[src/rtl/serializer_stream_if.sv]
// serializer_stream_if: word-in / bit-out handshake bundle for serializer_stream
// Signals: data_i/data_mod_i/data_lsb_first_i/data_val_i/data_rdy_o word side,
//          ser_data_o/ser_data_val_o/ser_last_o/ser_data_rdy_i bit side.
// Modports: master drives words and accepts bits, slave is the serializer.
interface serializer_stream_if #(
  parameter int DATA_W = 16,
  parameter int MOD_W = $clog2(DATA_W)
);
  logic [DATA_W-1:0] data_i;
  logic [MOD_W-1:0] data_mod_i;
  logic data_lsb_first_i;
  logic data_val_i;
  logic data_rdy_o;
  logic ser_data_o;
  logic ser_data_val_o;
  logic ser_last_o;
  logic ser_data_rdy_i;
  modport master (
    output data_i, data_mod_i, data_lsb_first_i, data_val_i, ser_data_rdy_i,
    input  data_rdy_o, ser_data_o, ser_data_val_o, ser_last_o
  );
  modport slave (
    input  data_i, data_mod_i, data_lsb_first_i, data_val_i, ser_data_rdy_i,
    output data_rdy_o, ser_data_o, ser_data_val_o, ser_last_o
  );
endinterface

[src/rtl/serializer_stream.sv]
// serializer_stream: DATA_W-bit words to a serial bit stream with per-word length and bit order
// Ports: clk_i clock, arstn_i async active-low reset,
//        s word-in/bit-out handshake bundle (slave), busy_o buffer or engine occupied.
module serializer_stream #(
  parameter int DATA_W = 16,
  parameter int MIN_BITS = 3,
  parameter int MOD_W = $clog2(DATA_W)
) (
  input  logic clk_i,
  input  logic arstn_i,
  serializer_stream_if.slave s,
  output logic busy_o
);
  typedef enum logic {IDLE, SHIFT} state_t;
  state_t state;
  logic [DATA_W-1:0] sh, bw, rev, in_word;
  logic [MOD_W:0] cnt, bc, in_cnt;
  logic bf, drop, acc, xfer, fin, free;
  for (genvar i = 0; i < DATA_W; i++) begin : g_rev
    assign rev[i] = s.data_i[DATA_W-1-i];
  end
  // LSB-first words are bit-reversed on entry so the engine always shifts out of the MSB
  assign in_word = s.data_lsb_first_i ? rev : s.data_i;
  // counter holds bits remaining after the current one
  assign in_cnt = s.data_mod_i == '0 ? (MOD_W+1)'(DATA_W-1) : {1'b0, s.data_mod_i} - 1'b1;
  assign drop = s.data_mod_i != '0 && {1'b0, s.data_mod_i} < (MOD_W+1)'(MIN_BITS);
  assign acc = s.data_val_i && !bf && !drop;
  assign xfer = state == SHIFT && s.ser_data_rdy_i;
  assign fin = xfer && cnt == '0;
  assign free = state == IDLE || fin;
  always_ff @(posedge clk_i or negedge arstn_i)
    if (!arstn_i) begin
      state <= IDLE;
      sh <= '0;
      cnt <= '0;
      bw <= '0;
      bc <= '0;
      bf <= 1'b0;
    end else begin
      if (fin && bf) begin
        sh <= bw;
        cnt <= bc;
        bf <= 1'b0;
      end else if (acc && free) begin
        sh <= in_word;
        cnt <= in_cnt;
        state <= SHIFT;
      end else if (xfer) begin
        sh <= sh << 1;
        cnt <= cnt - 1'b1;
        if (fin) state <= IDLE;
      end
      if (acc && !free) begin
        bw <= in_word;
        bc <= in_cnt;
        bf <= 1'b1;
      end
    end
  assign s.data_rdy_o = !bf;
  assign s.ser_data_o = sh[DATA_W-1];
  assign s.ser_data_val_o = state == SHIFT;
  assign s.ser_last_o = state == SHIFT && cnt == '0;
  assign busy_o = state == SHIFT || bf;
endmodule
[src/flat_wrapper.sv]
// flat-port wrapper written by rule: the top's interface ports become plain ports
module serializer_stream_flat 
#(
  parameter int DATA_W = 16,
  parameter int MIN_BITS = 3,
  parameter int MOD_W = $clog2(DATA_W)
)
  (clk_i, arstn_i, busy_o, s_data_i, s_data_mod_i, s_data_lsb_first_i, s_data_val_i, s_ser_data_rdy_i, s_data_rdy_o, s_ser_data_o, s_ser_data_val_o, s_ser_last_o);
  serializer_stream_if #(.DATA_W(DATA_W), .MOD_W(MOD_W)) s_i ();
  input  logic clk_i;
  input  logic arstn_i;
  output logic busy_o;
  input wire logic [$bits(s_i.data_i)-1:0] s_data_i;
  input wire logic [$bits(s_i.data_mod_i)-1:0] s_data_mod_i;
  input wire logic [$bits(s_i.data_lsb_first_i)-1:0] s_data_lsb_first_i;
  input wire logic [$bits(s_i.data_val_i)-1:0] s_data_val_i;
  input wire logic [$bits(s_i.ser_data_rdy_i)-1:0] s_ser_data_rdy_i;
  output wire logic [$bits(s_i.data_rdy_o)-1:0] s_data_rdy_o;
  output wire logic [$bits(s_i.ser_data_o)-1:0] s_ser_data_o;
  output wire logic [$bits(s_i.ser_data_val_o)-1:0] s_ser_data_val_o;
  output wire logic [$bits(s_i.ser_last_o)-1:0] s_ser_last_o;
  assign s_i.data_i = s_data_i;
  assign s_i.data_mod_i = s_data_mod_i;
  assign s_i.data_lsb_first_i = s_data_lsb_first_i;
  assign s_i.data_val_i = s_data_val_i;
  assign s_i.ser_data_rdy_i = s_ser_data_rdy_i;
  assign s_data_rdy_o = s_i.data_rdy_o;
  assign s_ser_data_o = s_i.ser_data_o;
  assign s_ser_data_val_o = s_i.ser_data_val_o;
  assign s_ser_last_o = s_i.ser_last_o;
  serializer_stream #(.DATA_W(DATA_W), .MIN_BITS(MIN_BITS), .MOD_W(MOD_W)) u_core (.clk_i(clk_i), .arstn_i(arstn_i), .s(s_i), .busy_o(busy_o));
endmodule
[config.mk]
export PLATFORM = sky130hd
export DESIGN_NAME = serializer_stream_flat
export DESIGN_NICKNAME = d
export VERILOG_FILES = /design/src/rtl/serializer_stream_if.sv /design/src/rtl/serializer_stream.sv /design/src/flat_wrapper.sv
export SDC_FILE = /design/constraint.sdc
export NUM_CORES = 1
export LEC_CHECK = 0
export CAP_MARGIN = 25
export CORE_ASPECT_RATIO = 1.4
export CORE_UTILIZATION = 45
export CTS_CLUSTER_DIAMETER = 30
export CTS_CLUSTER_SIZE = 28
export DETAILED_ROUTE_END_ITERATION = 16
export PLACE_DENSITY = 0.67
export SETUP_SLACK_MARGIN = 0.3
export SYNTH_ARGS = -nofsm -noshare
export SYNTH_HDL_FRONTEND = slang
export SYNTH_SLANG_ARGS = --single-unit
[constraint.sdc]
create_clock -name clk_i -period 5 [get_ports clk_i]
set_input_delay 0.5 -clock clk_i [delete_from_list [all_inputs] [get_ports clk_i]]
set_output_delay 0.5 -clock clk_i [all_outputs]
set_load 0.03 [all_outputs]
# Word level (Yosys, flattened, before mapping)
# Index checks and enable logic that the tools add are counted.
[word_totals] regBits=44 latchBits=0 ramBits=0 romBits=0 input_bits=25 out_inout_bits=5 n_memories=0
[op_classes] add_sub_neg=2 n_mul=0 n_div=0 n_lt_le_gt_ge=1 eq_ne=0 shift=0 mux=13 n_bitwise=2 reduce_logical=22
[ops] operator="two-way mux 16 bit" n=4
[ops] operator="two-way mux 5 bit" n=4
[ops] operator="logical AND 1 bit" n=9
[ops] operator="nonzero test 2 bit" n=3
[ops] operator="zero test 5 bit" n=1
[ops] operator="two-way mux 1 bit" n=5
[ops] operator="subtractor 4 x 1 -> 5 bit, second input constant" n=1
[ops] operator="subtractor 5 x 1 -> 5 bit, second input constant" n=1
[ops] operator="zero test 4 bit" n=1
[ops] operator="less-than comparator 4 x 2 -> 1 bit, second input constant" n=1
[ops] operator="nonzero test 4 bit" n=1
[ops] operator="zero test 1 bit" n=3
[ops] operator="AND reduction 3 bit" n=1
[ops] operator="nonzero test 3 bit" n=1
[ops] operator="logical OR 1 bit" n=2
[ops] operator="inverter 1 bit" n=2

# Logic depth before layout (Yosys ltp)
# Gate-level depths: netlist (run 1).
[depth] word_depth=7 depth_mapped=9

# Least setup slack after synthesis (run 1)
# Ideal clock, no wire load.
[synth_path] path_type="input to register" from="in s_data_mod_i[0]" to="reg u_core.sh[10]" setup_time_ns=0.126 arrival_ns=1.959 t_required_ns=4.874 setup_slack_ns=2.915 stages=9 n_path_buf=2 path_cell_list="inv_1 ha_1 nor4_4 or2_1 buf_6 buf_8 o22ai_1 o21bai_1 a221o_1"
[synth_via] elab_chain_cells=7 word_cells_on_any_way=9 classes_between="order compare (1); mux (2); reduce/logical (6)"
[synth_rtl] item="start, declared" line_no="flat_wrapper.sv:14" source="input wire logic [$bits(s_i.data_mod_i)-1:0] s_data_mod_i;"
[synth_rtl] item="less-than comparator 4 x 2 -> 1 bit or nonzero test 4 bit (tied branches)" line_no="serializer_stream.sv:26" source="assign drop = s.data_mod_i != '0 && {1'b0, s.data_mod_i} < (MOD_W+1)'(MIN_BITS);"
[synth_rtl] item="logical AND 1 bit *" line_no="serializer_stream.sv:26"
[synth_rtl] item="zero test 1 bit *" line_no="serializer_stream.sv:27" source="assign acc = s.data_val_i && !bf && !drop;"
[synth_rtl] item="logical AND 1 bit *" line_no="serializer_stream.sv:27"
[synth_rtl] item="logical AND 1 bit *" line_no="serializer_stream.sv:44" source="end else if (acc && free) begin"
[synth_rtl] item="two-way mux 16 bit" line_no="serializer_stream.sv:44"
[synth_rtl] item="two-way mux 16 bit" line_no="serializer_stream.sv:40" source="if (fin && bf) begin"
[synth_rtl] item="end signal, assigned" line_no="serializer_stream.sv:41" source="sh <= bw;"
[synth_rtl] item="end signal, assigned" line_no="serializer_stream.sv:45" source="sh <= in_word;"
[synth_rtl] item="end signal, assigned" line_no="serializer_stream.sv:49" source="sh <= sh << 1;"
[synth_rtl] item="end, declared" line_no="serializer_stream.sv:16" source="logic [DATA_W-1:0] sh, bw, rev, in_word;"
# Mark *: on every way between the ends. The rest lies on a longest branch, timed or not.
# A chain may end at the register's enable or synchronous reset.

# Final worst setup path (run 1)
[layout_path] from="reg u_core.bf" to="out s_data_rdy_o"
[layout_via] elab_chain_cells=1
[layout_rtl] item="start, declared" line_no="serializer_stream.sv:18" source="logic bf, drop, acc, xfer, fin, free;"
[layout_rtl] item="start signal, assigned" line_no="serializer_stream.sv:38" source="bf <= 1'b0;"
[layout_rtl] item="start signal, assigned" line_no="serializer_stream.sv:43" source="bf <= 1'b0;"
[layout_rtl] item="start signal, assigned" line_no="serializer_stream.sv:56" source="bf <= 1'b1;"
[layout_rtl] item="zero test 1 bit" line_no="serializer_stream.sv:59" source="assign s.data_rdy_o = !bf;"
[layout_rtl] item="end, declared" line_no="flat_wrapper.sv:18" source="output wire logic [$bits(s_i.data_rdy_o)-1:0] s_data_rdy_o;"
# Every way passes these cells.

==> results of run 1 <==
## final cells by class
class	count	area, um^2	area share
multi-input combinational	186	1260	0.439
inverter	8	30.0	0.0104
sequential	44	1100	0.383
timing repair buffer	31	313	0.109
clock buffer	5	68.8	0.0239
tap	66	82.6	0.0287
clock inverter	3	18.8	0.00652
## cells in the mapped netlist, types with 2 or more instances
cell type and number:
sky130_fd_sc_hd__a21oi_1 3, sky130_fd_sc_hd__a221o_1 14, sky130_fd_sc_hd__a2bb2oi_1 2, sky130_fd_sc_hd__and2_1 3
sky130_fd_sc_hd__and3_1 2, sky130_fd_sc_hd__buf_2 5, sky130_fd_sc_hd__buf_4 2, sky130_fd_sc_hd__buf_6 3
sky130_fd_sc_hd__clkbuf_1 7, sky130_fd_sc_hd__dfrtp_1 44, sky130_fd_sc_hd__ha_1 3, sky130_fd_sc_hd__inv_1 8
sky130_fd_sc_hd__mux2i_1 16, sky130_fd_sc_hd__nand2_1 44, sky130_fd_sc_hd__nand3_1 5, sky130_fd_sc_hd__nor2_1 4
sky130_fd_sc_hd__nor2_2 2, sky130_fd_sc_hd__nor3_1 3, sky130_fd_sc_hd__o21ai_0 24, sky130_fd_sc_hd__o21bai_1 13
sky130_fd_sc_hd__o221ai_1 2, sky130_fd_sc_hd__o22ai_1 14, sky130_fd_sc_hd__o31a_1 2, sky130_fd_sc_hd__o31ai_1 3
sky130_fd_sc_hd__or3b_4 2
## placed cells by master, fill, tap and decap left out, types with 2 or more instances in the layout
cell	instances
sky130_fd_sc_hd__clkinv_2	2
sky130_fd_sc_hd__o21bai_1	13
sky130_fd_sc_hd__a2bb2oi_1	2
sky130_fd_sc_hd__inv_1	8
sky130_fd_sc_hd__o21ai_0	24
sky130_fd_sc_hd__clkbuf_8	5
sky130_fd_sc_hd__a21oi_1	3
sky130_fd_sc_hd__ha_1	3
sky130_fd_sc_hd__nand2_1	44
sky130_fd_sc_hd__nand3_1	5
sky130_fd_sc_hd__o31ai_1	3
sky130_fd_sc_hd__and3_1	2
sky130_fd_sc_hd__o22ai_1	14
sky130_fd_sc_hd__a221o_1	14
sky130_fd_sc_hd__nor2_2	2
sky130_fd_sc_hd__nor3_1	3
sky130_fd_sc_hd__mux2i_1	16
sky130_fd_sc_hd__dfrtp_1	44
sky130_fd_sc_hd__and2_1	3
sky130_fd_sc_hd__or3b_4	2
sky130_fd_sc_hd__o31a_1	2
sky130_fd_sc_hd__nor2_1	4
sky130_fd_sc_hd__o221ai_1	2
sky130_fd_sc_hd__clkdlybuf4s50_1	28
## worst max path at each step
stage	to	slack, ns	cells past startpoint
3_5_place_dp	u_core.cnt[3]$_DFFE_PN0P_	1.93	8
5_1_grt	u_core.sh[2]$_DFFE_PN0P_	2.08	8
2_1_floorplan	u_core.sh[10]$_DFFE_PN0P_	2.92	9
4_1_cts	s_data_rdy_o	2.22	2
3_3_place_gp	u_core.cnt[3]$_DFFE_PN0P_	2.02	8
6_report	s_data_rdy_o	2.24	2
## kinds of logic after synthesis
| group | share of synthesized area |
|---|---|
| AOI/OAI and AO/OA | 0.250 |
| and+or+nand+nor | 0.171 |
| DFF | 0.439 |
| buffers and inverters | 0.0578 |
| muxes | 0.0638 |
| adders and majority gates | 0.0150 |
| xor gates and xnor gates | 0.00349 |
## power breakdown
part | switching, mW | internal, mW | total, mW | leakage, nW
sequential | 0.00649 | 0.364 | 0.371 | 0.578
combinational | 0.0349 | 0.0371 | 0.0720 | 0.590
clock | 0.127 | 0.0975 | 0.225 | 0.0479
## metal layers
metal	GRT usage	routed length (um)
met1	0.286	2500
met2	0.350	2880
met3	0.0417	283
met4	0.134	227
met5	0	0
## per-stage QoR
step,instances,total power [mW],setup WS (ns),area [um^2]
6_report,343,0.668,2.24,2880
5_1_grt,343,0.698,2.08,2880
4_1_cts,342,0.675,2.22,2860
3_5_place_dp,334,0.449,1.93,2770
3_3_place_gp,334,0.448,2.02,2770
2_1_floorplan,256,0.409,2.92,2510
## registers in the layout, indices dropped and copies added (netlist names)
signal and count:
u_core.sh 16, u_core.cnt 5, u_core.bc 5, u_core.bf 1, u_core.s.ser_data_val_o 1, u_core.bw 16
==> key figures, run 1 <==
Logic synthesis
  – Leading post-synthesis cells by cell area: sky130_fd_sc_hd__dfrtp_1, sky130_fd_sc_hd__nand2_1, sky130_fd_sc_hd__mux2i_1
  – Number of warning messages in the yosys log: 0
  – Yosys reg bits: 44
  – Gate count of the mapped netlist: 256
  – Fraction of the yosys area taken by sequential cells: 0.439
  – Most frequently used flop master after synthesis: sky130_fd_sc_hd__dfrtp_1
  – Avg Cell Area, Syn: 9.80 um^2
  – Distinct cell type count after synthesis: 51
  – Largest area contributor in the netlist: sky130_fd_sc_hd__dfrtp_1
  – Syn Std Cell Area: 0.00251 mm^2
  – Net Count, Synth: 284
  – Share of synthesized flip-flops with an asynchronous set or reset: 1.00
  – Number of enable-type register cells in the synthesized netlist: 0
  – Post-synth top area share: 0.439

Floorplanning
  – Overall die width: 65.1 um
  – Number of primary I/O pins: 30
  – Vertical extent of the die: 90.4 um
  – Initial core utilization: 0.476
  – Die outline area: 0.00588 mm^2
  – Core Region: 0.00528 mm^2
  – Number of rows created at floorplan: 31

GRT
  – Residual overflow from global routing: 0
  – Vias in the first global route: 1,966
  – Maximum number of pins on one net before global-route repair: 45
  – Antenna violations before repair: 0
  – First-pass GRT wire length: 9960 um
  – GRT Overall Usage: 0.225

Clocking
  – Worst skew pair latency: 0.30 ns
  – Number of buffers inserted by post-CTS setup repair: 0
  – Master cell of the clock root buffer: sky130_fd_sc_hd__clkbuf_8
  – Clk buf depth: 2
  – Clock H-tree levels: 2
  – Number of CTS-inserted buffers: 5
  – Count of instances resized after the clock tree is built: 0
  – Hold bufs inserted after CTS: 0
  – CTS tree: done
  – Clock edge transition at the registers on the reported setup and hold paths: 0.08 ns
  – Clock Sink Count: 44

STA
  – Hold slack final: 0.00809 ns
  – F_max: 0.363 GHz
  – Setup TNS Final: 0 ns
  – Post-route fraction of the period consumed by the critical path: 0.551
  – Min Clock Period, post-route: 2.76 ns
  – Max Transition Viols Final: 0
  – Number of setup violations in the final report: 0
  – Final number of hold-violating endpoints: 0
  – RSZ-0062 raised after global routing: no
  – Actual slew at the worst max-slew pin: 0.978 ns
  – Setup clock skew after layout: 0.0137 ns
  – Headroom to the max-slew limit: 0.348

Worst setup path
  – Setup slack, reg-to-reg: 2.48 ns
  – CP startpoint kind: flop
  – Ordered list of cells on the worst path: inv_1 -> clkdlybuf4s50_1
  – Cell type group with the largest total delay on the critical path: flip-flops
  – Required time of the critical path: 4.50 ns
  – Delay of the slowest cell on the worst path: 0.99 ns
  – Setup crit end kind: primary output
  – Worst r2r dst: u_core.sh[1]$_DFFE_PN0P_
  – Slowest cell on the critical path: sky130_fd_sc_hd__dfrtp_1
  – Cell depth of the worst flop-to-flop path: 5
  – CP Class: reg -> out
  – Number of buffers and inverters on the critical path: 2
  – R2R Path Start: u_core.bf$_DFFE_PN0P_
  – Highest fanout seen on the critical path: 26
  – Worst setup startpoint: u_core.bf$_DFFE_PN0P_
  – Critical path data arrival time: 2.26 ns

Hold path
  – Kind of path behind the tightest hold check: in -> async

Cells and area
  – Final-stage net count: 304
  – Core occupancy in the finished layout: 0.546
  – Inserted Diodes: 0
  – Share of cells above drive strength 1: 0.0903
  – Number of fill cells: 521
  – Layout-stage area growth over the synthesis result: 14.7%

Job
  – Count of maximum capacitance violations: 0

Drt
  – Total vias in the final route: 2,044
  – First-iteration detailed-routing DRC count: 161
  – 1st-pass router iterations: 4
  – Final ANT Viol Nets: 0
  – Routed wirelength normalized by instance count: 17.2 um
  – Routed WL: 5890 um
  – Number of vias per cell: 5.96
  – # DRC: 0

Power and ir drop
  – Total power density per cell area: 232 mW/mm^2
  – Pleak: 1.22 nW
  – Maximum VDD drop: 146 uV

Place
  – I/O Buffers: 29
  – Placed wire-length estimate: 4120 um
  – Final estimated routing congestion in global placement: 0.819

Status
  – Run status: finished, final reports clean
Note: power is estimated with default switching activity, not from simulation.
==> run 2: changes to the inputs <==
Settings changed: PLACE_DENSITY 0.67 to 0.69.
Clock period 5 ns to 2.2 ns, I/O delays scaled along.
==> run 2 against run 1 <==
  * The run now ends with hold timing left
  * Design area up 14%
  * Register-to-register slack got worse by 2.1 ns
  * Wire length increased by 9.1%
  * Global-route usage up 0.82 points
  * Clock skew is 0.0041 ns lower
  * Clock-buffer cell count up 1
  * Critical path depth increased by 6
  * Non-clock buffer count grew 35
  * Sequential power is 130% higher
  * Critical path type is now reg -> reg
  * Critical endpoint is now u_core.cnt[2]$_DFFE_PN0P_
==> key figures, run 2 (same netlist as run 1, synthesis figures left out) <==
Clocking
  – Clk buf depth: 2
  – CTS tree: done
  – Hold bufs inserted after CTS: 0
  – Master cell of the clock root buffer: sky130_fd_sc_hd__clkbuf_8
  – Clock edge transition at the registers on the reported setup and hold paths: 0.09 ns
  – Clock H-tree levels: 2
  – Worst skew pair latency: 0.30 ns
  – Number of CTS-inserted buffers: 5
  – Clock Sink Count: 44

Drt
  – Routed wirelength normalized by instance count: 17.0 um
  – First-iteration detailed-routing DRC count: 109
  – Total vias in the final route: 2,251
  – Routed WL: 6420 um
  – Final ANT Viol Nets: 0
  – Number of vias per cell: 5.96
  – # DRC: 0
  – 1st-pass router iterations: 4

Hold path
  – Kind of path behind the tightest hold check: in -> async

Cells and area
  – Layout-stage area growth over the synthesis result: 31.1%
  – Highest-count cells in the layout ignoring fill and taps: sky130_fd_sc_hd__dfrtp_1, sky130_fd_sc_hd__nand2_1, sky130_fd_sc_hd__buf_4
  – Most frequent standard cell in the layout excluding fill and tap cells: sky130_fd_sc_hd__dfrtp_1
  – Final non-filler cell area: 0.00329 mm^2
  – Final-stage net count: 339
  – Share of cells above drive strength 1: 0.240
  – Largest registers: u_core.bw: 16 flops, u_core.sh: 16 flops
  – Inserted Diodes: 0
  – Finished Layout Cells: 378

GRT
  – Antenna violations before repair: 0
  – First-pass GRT wire length: 10,500 um
  – Vias in the first global route: 2,175
  – GRT Overall Usage: 0.233
  – Residual overflow from global routing: 0
  – Maximum number of pins on one net before global-route repair: 45

Worst setup path
  – Number of buffers and inverters on the critical path: 2
  – Delay of the slowest cell on the worst path: 0.40 ns
  – Setup crit end kind: flop
  – Slowest cell on the critical path: sky130_fd_sc_hd__dfrtp_1
  – Required time of the critical path: 2.39 ns
  – Cell type group with the largest total delay on the critical path: simple AND/OR/NAND/NOR gates
  – Cell depth of the worst flop-to-flop path: 8
  – Setup slack, reg-to-reg: 0.35 ns
  – Ordered list of cells on the worst path: inv_2 -> ha_4 -> nor4b_4 -> nand2_2 -> buf_8 -> nor3_1 -> a311oi_2 -> a31o_2
  – Worst r2r dst: u_core.cnt[2]$_DFFE_PN0P_
  – Worst setup startpoint: u_core.cnt[1]$_DFFE_PN0P_
  – R2R Path Start: u_core.cnt[1]$_DFFE_PN0P_
  – Highest fanout seen on the critical path: 5
  – Critical path capture point: u_core.cnt[2]$_DFFE_PN0P_
  – Total stage count of the critical path: 8
  – CP startpoint kind: flop
  – Critical path data arrival time: 2.05 ns
  – CP Class: reg -> reg

Job
  – Count of maximum capacitance violations: 0

Place
  – Placed wire-length estimate: 4500 um
  – Placed instance count: 361
  – Pre-CTS WS: -0.219 ns
  – I/O Buffers: 29
  – Cell Area, Placed: 0.00302 mm^2
  – Final estimated routing congestion in global placement: 0.859

STA
  – Setup clock skew after layout: 0.00961 ns
  – Min Clock Period, post-route: 1.85 ns
  – RSZ-0062 raised after global routing: no
  – Max Transition Viols Final: 0
  – Final number of hold-violating endpoints: 12
  – Number of setup violations in the final report: 0
  – Post-layout worst setup margin: 0.345 ns
  – Actual slew at the worst max-slew pin: 0.562 ns
  – Setup TNS Final: 0 ns
  – Hold slack final: -0.0182 ns
  – Post-route fraction of the period consumed by the critical path: 0.843
  – Headroom to the max-slew limit: 0.625
  – F_max: 0.539 GHz

Floorplanning
  – Number of rows created at floorplan: 31
  – Die outline area: 0.00588 mm^2
  – Number of primary I/O pins: 30
  – Vertical extent of the die: 90.4 um
  – Core Region: 0.00528 mm^2
  – Overall die width: 65.1 um
  – Initial core utilization: 0.476

Status
  – Run status: finished with violations
  – Failing checks: hold timing

Power and ir drop
  – Maximum VDD drop: 301 uV
  – Pleak: 1.46 nW
  – Total power density per cell area: 471 mW/mm^2
run 2: worst min-delay path by stage:
stage,startpoint,cells after the start,endpoint,slack (ns)
2_1_floorplan,arstn_i,0,u_core.bc[0]$_DFFE_PN0P_,-0.08
3_3_place_gp,arstn_i,2,u_core.bw[15]$_DFFE_PN0P_,0.34
3_5_place_dp,arstn_i,2,u_core.bc[2]$_DFFE_PN0P_,0.34
4_1_cts,arstn_i,2,u_core.bc[2]$_DFFE_PN0P_,0.01
5_1_grt,arstn_i,2,u_core.bc[2]$_DFFE_PN0P_,0.02
6_report,arstn_i,2,u_core.sh[7]$_DFFE_PN0P_,-0.02
run 2: cell type report:
cell class                      instances  area [um^2]
Clock buffer                            6         82.6
Tap cell                               66         82.6
Fill cell                             478         1990
Timing Repair Buffer                   66          648
Clock inverter                          2         10.0
Inverter                                8         30.0
Multi-Input combinational cell        186         1330
Sequential cell                        44         1100
run 2: layer usage:
metal	global-route usage	part of all wire	vias to the layer above
met2	0.398	0.53	92
li1	-	-	1058
met5	0	0	-
met4	0.112	0.028	0
met3	0.0303	0.047	16
met1	0.283	0.40	1085
run 2: repair_timing:
| action | in CTS | in global routing |
|---|---|---|
| cloned | 0 | 1 |
| buffers inserted | 4 | 4 |
| pin swaps | 3 | 9 |
| resized for setup | 12 | 18 |
| setup endpoints to repair | 39 | 40 |
run 2: per-stage QoR:
stage | power (mW) | util
after floorplan | 0.929 | -
final | 1.55 | 0.624
after global routing | 1.62 | 0.624
after detailed placement | 1.03 | 0.573
after global placement | 1.03 | 0.573
after CTS | 1.57 | 0.599
run 2: report_power, final:
| group | internal, mW | switching, mW | leakage [nW] |
|---|---|---|---|
| sequential | 0.828 | 0.0156 | 0.578 |
| clock | 0.251 | 0.277 | 0.0510 |
| combinational | 0.0908 | 0.0856 | 0.827 |
==> run 3: changes to the inputs <==
Settings changed: PLACE_DENSITY 0.69 to 0.67.
Clock period 2.2 ns to 1.85 ns, I/O delays scaled along.
==> run 3 against run 2 <==
  * The flow finishes with violations (setup timing)
  * Sequential cell count stayed put
  * Worst hold slack gained 0.47 ns
  * Worst setup slack lost 0.51 ns
  * Clock skew is 0.0020 ns lower
  * Core utilization increased by 18 points
  * Via count is 25% higher
  * Maximum frequency decreased by 7.9%
  * Design area is 29% higher
  * Combinational power up 53%
  * First-iteration DRC count grew 95%
  * Die area unchanged
  * Power up 39%
  * Largest cell class unchanged
  * Highest routed layer unchanged
==> key figures, run 3 (same netlist as run 1, synthesis figures left out) <==
Clocking
  – Clock Sink Count: 44
  – Master cell of the clock root buffer: sky130_fd_sc_hd__clkbuf_8
  – Number of CTS-inserted buffers: 5
  – Clk buf depth: 2
  – Worst skew pair latency: 0.31 ns
  – CTS tree: done
  – Clock edge transition at the registers on the reported setup and hold paths: 0.08 ns
  – Clock H-tree levels: 2

Cells and area
  – Highest-count cells in the layout ignoring fill and taps: sky130_fd_sc_hd__buf_4, sky130_fd_sc_hd__dfrtp_1, sky130_fd_sc_hd__buf_6
  – Finished Layout Cells: 428
  – Core occupancy in the finished layout: 0.806
  – Final-stage net count: 390
  – Largest registers: u_core.bw: 16 flops, u_core.sh: 16 flops
  – Inserted Diodes: 0
  – Share of cells above drive strength 1: 0.486
  – Number of fill cells: 311
  – Most frequent standard cell in the layout excluding fill and tap cells: sky130_fd_sc_hd__buf_4
  – Layout-stage area growth over the synthesis result: 69.4%
  – Final non-filler cell area: 0.00425 mm^2

STA
  – Number of setup violations in the final report: 38
  – Setup clock skew after layout: 0.00760 ns
  – Max Transition Viols Final: 0
  – Headroom to the max-slew limit: 0.552
  – Final number of hold-violating endpoints: 0
  – Post-route fraction of the period consumed by the critical path: 1.09
  – Post-layout worst setup margin: -0.164 ns
  – F_max: 0.497 GHz
  – Setup TNS Final: -2.52 ns
  – RSZ-0062 raised after global routing: yes
  – Actual slew at the worst max-slew pin: 0.672 ns
  – Min Clock Period, post-route: 2.01 ns

Worst setup path
  – Setup crit end kind: flop
  – Critical path capture point: u_core.sh[15]$_DFFE_PN0P_
  – Cell depth of the worst flop-to-flop path: 9
  – Setup slack, reg-to-reg: -0.16 ns
  – Highest fanout seen on the critical path: 7
  – Worst r2r dst: u_core.sh[15]$_DFFE_PN0P_
  – CP startpoint kind: flop
  – Critical path data arrival time: 2.21 ns
  – R2R Path Start: u_core.cnt[1]$_DFFE_PN0P_
  – Required time of the critical path: 2.05 ns
  – Worst setup startpoint: u_core.cnt[1]$_DFFE_PN0P_
  – CP Class: reg -> reg

Floorplanning
  – Core Region: 0.00528 mm^2
  – Number of rows created at floorplan: 31
  – Vertical extent of the die: 90.4 um
  – Die outline area: 0.00588 mm^2
  – Overall die width: 65.1 um
  – Number of primary I/O pins: 30
  – Initial core utilization: 0.476

GRT
  – Antenna violations before repair: 0
  – Maximum number of pins on one net before global-route repair: 27
  – Residual overflow from global routing: 0
  – GRT Overall Usage: 0.338
  – First-pass GRT wire length: 14,700 um
  – Vias in the first global route: 2,814

Place
  – I/O Buffers: 29
  – Placed instance count: 376
  – Final estimated routing congestion in global placement: 0.846
  – Placed wire-length estimate: 4760 um
  – Cell Area, Placed: 0.00316 mm^2

Drt
  – # DRC: 0
  – Number of vias per cell: 6.59
  – Routed wirelength normalized by instance count: 23.8 um
  – First-iteration detailed-routing DRC count: 213
  – 1st-pass router iterations: 5
  – Routed WL: 10,200 um
  – Total vias in the final route: 2,819
  – Final ANT Viol Nets: 0

Power and ir drop
  – Pleak: 1.89 nW
  – Total power density per cell area: 506 mW/mm^2
  – Maximum VDD drop: 623 uV

Hold path
  – Kind of path behind the tightest hold check: in -> async

Status
  – Failing checks: setup timing
  – Run status: finished with violations

Job
  – Count of maximum capacitance violations: 0
## run 3: stage by stage
stage / hold slack (ns) / setup WS, ns / power, mW
after floorplan: -0.111 / 0.0695 / 1.11
after global placement: 0.239 / -0.318 / 1.26
after detailed placement: 0.252 / -0.375 / 1.26
after CTS: 0.446 / -0.0193 / 2.12
after global routing: 0.488 / -0.233 / 2.21
final: 0.450 / -0.164 / 2.15
## run 3: worst min path at each step
stage / slack [ns] / depth (start not counted) / to
CTS: 0.45 / 4 / u_core.bc[1]$_DFFE_PN0P_
finish: 0.45 / 2 / u_core.bw[3]$_DFFE_PN0P_
global route: 0.49 / 4 / u_core.bc[1]$_DFFE_PN0P_
global placement: 0.24 / 1 / u_core.bw[3]$_DFFE_PN0P_
floorplan: -0.11 / 0 / u_core.bc[0]$_DFFE_PN0P_
detailed placement: 0.25 / 1 / u_core.bw[3]$_DFFE_PN0P_
## run 3: worst max-delay path: stages, from the launching register on
cell                       delay (ns)
sky130_fd_sc_hd__dfrtp_1         0.42
sky130_fd_sc_hd__inv_2           0.09
sky130_fd_sc_hd__ha_4            0.15
sky130_fd_sc_hd__nor4b_4         0.28
sky130_fd_sc_hd__buf_4           0.22
sky130_fd_sc_hd__o21ai_4         0.06
sky130_fd_sc_hd__and2_4          0.18
sky130_fd_sc_hd__buf_6           0.14
sky130_fd_sc_hd__buf_6           0.11
sky130_fd_sc_hd__a211oi_2        0.26
## run 3: per-layer routing
layer  share of wire  up-vias  global-route usage  routed length [um]
li1                -     1169                   -                   -
met1            0.34     1380               0.382                3430
met2            0.52      198               0.593                5240
met3           0.075       72              0.0391                 763
met4           0.073        0               0.201                 740
met5               0        -                   0                   0
## run 3: where the power goes
group,leakage [nW],internal (mW),switching [mW]
clock network,0.0642,0.532,0.343
registers,0.576,0.985,0.0226
logic,1.25,0.139,0.130
## run 3: repair_timing
item                                    in CTS  in global routing
hold endpoints to repair                    25                  0
hold buffers                                 1                  0
endpoints found under the setup margin      48                 46
resized for setup                           97                 56
cloned                                       9                  0
setup buffers                               30                  5
pin swaps                                   29                 21
## run 3: final cells by class
class	instances	area, um^2	share of cell area
Clock buffer	5	68.8	0.0162
Clock inverter	2	60.1	0.0141
Inverter	8	33.8	0.00794
Multi-Input combinational cell	186	1600	0.376
Sequential cell	44	1100	0.259
Tap cell	66	82.6	0.0194
Timing Repair Buffer	117	1310	0.307
